===== src/rtl/controle_cronometro.sv =====
// controle_cronometro: button conditioning, stopwatch control FSM and count-enable prescaler.
// Latency: a clean press is reflected on estado/level outputs/resetC DEBOUNCE_CYCLES+3 edges after first sample.
// Backpressure: none; commands are single-cycle pulses and every output is a free-running register.
//
// Ports:
//   clock, reset            - system clock, synchronous active-low reset
//   resetI/contarI/pausarI/pararI - raw asynchronous push buttons (active-high)
//   resetC                  - one-cycle clear pulse to the digit counters (held high during reset)
//   contarC/pausarC/pararC  - registered state levels (CONTANDO / PAUSADO / PARADO)
//   tick                    - one-cycle count enable, every TICK_DIV cycles while counting
//   estado                  - current FSM state
module controle_cronometro #(
    parameter int DEBOUNCE_CYCLES = 500000,
    parameter int TICK_DIV        = 50000
) (
    input  logic       clock,
    input  logic       reset,
    input  logic       resetI,
    input  logic       contarI,
    input  logic       pausarI,
    input  logic       pararI,
    output logic       resetC,
    output logic       contarC,
    output logic       pausarC,
    output logic       pararC,
    output logic       tick,
    output logic [1:0] estado
);

    localparam int DB_W = $clog2(DEBOUNCE_CYCLES);
    localparam int TK_W = $clog2(TICK_DIV);
    localparam logic [DB_W-1:0] DB_LAST = DB_W'(DEBOUNCE_CYCLES - 1);
    localparam logic [TK_W-1:0] TK_LAST = TK_W'(TICK_DIV - 1);

    // Button bit positions inside the per-button vectors.
    localparam int B_ZERO   = 0;
    localparam int B_CONTAR = 1;
    localparam int B_PAUSAR = 2;
    localparam int B_PARAR  = 3;

    typedef enum logic [1:0] {
        ZERADO   = 2'd0,
        CONTANDO = 2'd1,
        PAUSADO  = 2'd2,
        PARADO   = 2'd3
    } estado_t;

    logic [3:0]      btn_raw;
    logic [3:0]      sync1;
    logic [3:0]      sync2;
    logic [3:0]      lvl;      // debounced (accepted) level
    logic [3:0]      lvl_d;    // accepted level one cycle ago, for edge detection
    logic [3:0]      cmd;      // registered rising-edge command pulses
    logic [DB_W-1:0] db_cnt [4];

    estado_t         state;
    estado_t         state_nxt;
    logic [TK_W-1:0] presc;
    logic [TK_W-1:0] presc_nxt;
    logic            reset_nxt;
    logic            tick_nxt;

    assign btn_raw = {pararI, pausarI, contarI, resetI};
    assign estado  = state;

    // Synchroniser, debouncer and edge detector for all four buttons.
    // The command pulse is registered so the FSM sees a clean one-cycle input.
    always_ff @(posedge clock) begin
        if (!reset) begin
            sync1 <= '0;
            sync2 <= '0;
            lvl   <= '0;
            lvl_d <= '0;
            cmd   <= '0;
            for (int b = 0; b < 4; b++) begin
                db_cnt[b] <= '0;
            end
        end else begin
            sync1 <= btn_raw;
            sync2 <= sync1;
            lvl_d <= lvl;
            cmd   <= lvl & ~lvl_d;
            for (int b = 0; b < 4; b++) begin
                if (sync2[b] == lvl[b]) begin
                    db_cnt[b] <= '0;
                end else if (db_cnt[b] == DB_LAST) begin
                    // DEBOUNCE_CYCLES consecutive disagreeing samples: accept the new level.
                    lvl[b]    <= ~lvl[b];
                    db_cnt[b] <= '0;
                end else begin
                    db_cnt[b] <= db_cnt[b] + 1'b1;
                end
            end
        end
    end

    // Next-state, clear pulse and prescaler. Priority chain means lower
    // commands arriving in the same cycle are simply dropped.
    always_comb begin
        state_nxt = state;
        reset_nxt = 1'b0;
        presc_nxt = presc;
        tick_nxt  = 1'b0;

        if (cmd[B_ZERO]) begin
            state_nxt = ZERADO;
            reset_nxt = 1'b1;
        end else if (cmd[B_PARAR]) begin
            if (state == CONTANDO || state == PAUSADO) begin
                state_nxt = PARADO;
            end
        end else if (cmd[B_PAUSAR]) begin
            if (state == CONTANDO) begin
                state_nxt = PAUSADO;
            end else if (state == PAUSADO) begin
                state_nxt = CONTANDO;
            end
        end else if (cmd[B_CONTAR]) begin
            if (state == ZERADO || state == PAUSADO) begin
                state_nxt = CONTANDO;
            end
        end

        // Prescaler keeps its partial period across pause/stop so a resume
        // finishes the interrupted millisecond.
        case (state)
            CONTANDO: begin
                if (presc == TK_LAST) begin
                    presc_nxt = '0;
                    tick_nxt  = 1'b1;
                end else begin
                    presc_nxt = presc + 1'b1;
                end
            end
            ZERADO:  presc_nxt = '0;
            default: presc_nxt = presc;
        endcase
    end

    always_ff @(posedge clock) begin
        if (!reset) begin
            state   <= ZERADO;
            presc   <= '0;
            resetC  <= 1'b1;   // keep the counters cleared while in reset
            contarC <= 1'b0;
            pausarC <= 1'b0;
            pararC  <= 1'b0;
            tick    <= 1'b0;
        end else begin
            state   <= state_nxt;
            presc   <= presc_nxt;
            resetC  <= reset_nxt;
            contarC <= (state_nxt == CONTANDO);
            pausarC <= (state_nxt == PAUSADO);
            pararC  <= (state_nxt == PARADO);
            tick    <= tick_nxt;
        end
    end

endmodule


===== config.mk =====
export PLATFORM = sky130hd
export DESIGN_NAME = controle_cronometro
export DESIGN_NICKNAME = d
export VERILOG_FILES = /design/src/rtl/controle_cronometro.sv
export SDC_FILE = /design/constraint.sdc
export NUM_CORES = 1
export LEC_CHECK = 0
export ABC_AREA = 1
export ABC_CLOCK_PERIOD_IN_PS = 3600
export BUFFER_PORTS_ARGS = -buffer_cell sky130_fd_sc_hd__buf_2
export CORE_MARGIN = 3
export CORE_UTILIZATION = 68
export DETAILED_ROUTE_END_ITERATION = 10
export GPL_TIMING_DRIVEN = 0
export PLACE_DENSITY = 0.82
export SYNTH_ARGS = -nofsm -noshare
export SYNTH_HDL_FRONTEND = slang
export SYNTH_SLANG_ARGS = --single-unit

===== constraint.sdc =====
create_clock -name clock -period 3.6 [get_ports clock]
set_input_delay 0.72 -clock clock [delete_from_list [all_inputs] [get_ports clock]]
set_output_delay 0.72 -clock clock [all_outputs]
set_load 0.005 [all_outputs]

==> flow_summary_export.csv <==
group,metric,value,unit
sta,timing.final.crit_period,1.90,ns
synth,synth_warnings,0,
route,routed_via_density,5.30,
worst_setup_path,cpLargestDelayFamily,"simple AND/OR/NAND/NOR gates",
cts,holdBufCountCts,0,
cts,cts_resized,0,
grt,grt_util_all_layers,27.8,%
placed_design,port_buffers,11,
layout,final_nets,935,
sta,fmax,526,MHz
worst_setup_path,cp_slowest_stage_delay,0.38,ns
synth,synth_top_area_share,35.3,%
cts,clock-sinks,119,
worst_setup_path,crit_chain,"ha_1 -> nand2_1 -> inv_1 -> nand2_1 -> nor2_1 -> nand3_1 -> nand2_1 -> buf_4 -> nor2_1",
cts,cts_setup_buffers,0,
placed_design,place.gp.congestion,0.915,
synth,synth_edf_count,76,
grt,grt_overflow,0,
sta,setup_violations,0,
sta,fin_ws,1.70,ns
cts,worst_skew_pair.late_latency,0.52,ns
sta,tightest_slew,0.518,ns
synth,synth_area_leaders,"edfxtp_1 (35%), dfxtp_1 (13%), nand2_1 (11%)",
layout,drive_above_1_share,8.96,%
placed_design,place_hpwl,9220,um
grt,grt_max_degree,17,
grt,grt_pass1_vias,5411,
synth,async_reset_ff_share,0,%
worst_setup_path,cpMostUsedCell,"nand2_1",
sta,clock_skew,0.00825,ns
worst_setup_path,worstSetupPathType,"reg2reg",
cts,cts_root_buffer,"clkbuf_8",
route,antenna_left,0,
synth,synthDistinctLibCells,39,
run,max-cap-violations,0,
layout,n_antenna_cell,0,
grt,top_usage_layer,"met2",
sta,slew_violations,0,
die,fp.dieW,103,um
grt,met2_usage,49.6,%
grt,grt_pass1_wl,23400,um
sta,grt_setup_unrepaired,"false",
die,rows,34,
cts,clk_pin_slew_worst_paths,0.06,ns
grt,grt.met1_usage,31.6,%
worst_setup_path,critical_path.max_fanout,10,
route,wl_per_cell,13.0,um
synth,yosys.area.top_type,"edfxtp_1",
synth,syn_area,0.00646,mm^2
power_and_ir_drop,power,3190,uW
die,io_pins,13,
route,drc,0,
placed_design,dpl.cell_count,1031,
worst_setup_path,cp.arrival,2.16,ns
sta,hold_viol,0,
grt,antenna_found_initial,0,
sta,final.setup.tns,0,ns
route,drt_pass1_iterations,6,
layout,area.growth.synth_to_final,16.1,%
synth,syn_inst,819,
worst_setup_path,worstPathRequired,3.86,ns
power_and_ir_drop,power_density,426,mW/mm^2
worst_hold_path,min_path_type,"reg2reg",
cts,cts_buffer_depth,2,
power_and_ir_drop,max-vdd-ir-drop,0.377,mV
die,fp.dieH,103,um
layout,fin_cells,1063,
placed_design,dp_worst_setup_slack,1.70,ns
worst_setup_path,crit_buf_inv,2,
status,status,"completed",
cts,cts_buffers,17,
synth,syn_avg_cell_area,7.89,um^2
layout,final_core_util,83.5,%
die,core_area,0.00898,mm^2
route,vias,5632,
die,start_util,72.0,%
worst_setup_path,critPathCaptureType,"flip-flop",
worst_setup_path,crit_slowest_cell,"edfxtp_1",
grt,grt.met3_usage,7.38,%
die,dieArea,0.0107,mm^2
synth,synth_ff_type,"edfxtp_1",
route,detail_route.iter0.violations,412,
sta,fin_crit_sh,52.8,%
worst_setup_path,start_kind,"flip-flop",
synth,ys_seq_elements,119,
power_and_ir_drop,p_leak,0.00315,uW
cts,htree_levels,4,
cts,cts_tree,"done",
synth,seq_area_frac_synth,48.7,%
route,postRouteWirelength,13900,um
sta,relSlewSlack,65.2,%
[worst register-to-register path, delay by kind of cell (launching register included)]
kind,cells,cell delay (ns)
DFF,1,0.38
adders and majority gates,1,0.18
buffers and inverters,2,0.32
and+or+nand+nor,6,0.76
[cells in the final DEF, fill, tap and decap left out, types with 15 or more instances in the layout]
cell type / instances
nor3_1: 34
nor2_1: 126
nand3_1: 53
o21ai_0: 15
inv_1: 108
clkbuf_16: 18
dfxtp_1: 43
nand4_1: 23
conb_1: 76
nand2_1: 193
edfxtp_1: 76
a21oi_1: 45
xor2_1: 23
[power breakdown]
group / switching (uW) / total [uW] / internal [uW]
clock network: 557 / 1540 / 981
registers: 41.4 / 1540 / 1490
logic: 83.6 / 118 / 34.8
total: 682 / 3190 / 2510
[stage by stage]
step | area, um^2 | hold slack (ns)
after floorplan | 6740 | 0.368
after global placement | 6950 | 0.372
after detailed placement | 6950 | 0.378
after CTS | 7500 | 0.380
after global routing | 7500 | 0.403
final | 7500 | 0.378
[registers in the layout, indices dropped and copies added, names as in the netlist, 2 cells and up]
| register | count |
|---|---|
| presc | 16 |
| sync1 | 4 |
| cmd | 4 |
| lvl | 4 |
| db_cnt | 76 |
| sync2 | 4 |
| estado | 2 |
| lvl_d | 4 |
[final timing paths]
check | start | to | slack (ns) | cells after the start
worst max register to register | db_cnt[3][0] | db_cnt[3][3] | 1.70 | 9
worst max-delay path | db_cnt[3][0] | db_cnt[3][3] | 1.70 | 9
worst min-delay path | lvl_d[1] | cmd[1] | 0.38 | 1
worst min register to register | lvl_d[1] | cmd[1] | 0.38 | 1
[cell usage after synthesis, types with 6 or more instances]
cell      count
nand3_1      53
nand2_2       6
nand2_1     193
dfxtp_1      43
a21oi_1      45
edfxtp_1     76
o21ai_0      15
nor3_1       34
nor2_2       10
nor2_1      126
nand4_1      23
xor2_1       23
inv_1       108
[area by class of cell]
cell class / count / area [um^2]
clock buffers: 30 / 536
repair buffers: 11 / 55.1
well taps: 126 / 158
clock inverters: 2 / 8.76
inverters: 113 / 424
multi-input cells: 652 / 3110
fillers: 561 / 1480
plain buffers: 10 / 63.8
flip-flops and latches: 119 / 3140
[layer usage]
layer	vias to the layer above	part of all wire, %
li1	2804	-
met1	2559	40
met2	223	51
met3	46	6.0
met4	0	2.7
met5	-	0
[logic make-up after synthesis]
family,count (synthesis),synth area share [%]
simple gates,473,32.9
buf+inv,123,7.56
flops,119,48.7
compound gates,70,6.02
xor+xnor,28,3.80
fa+ha+maj,5,0.969
other cells,1,0.0581
Power figures use the tool's default switching activity.
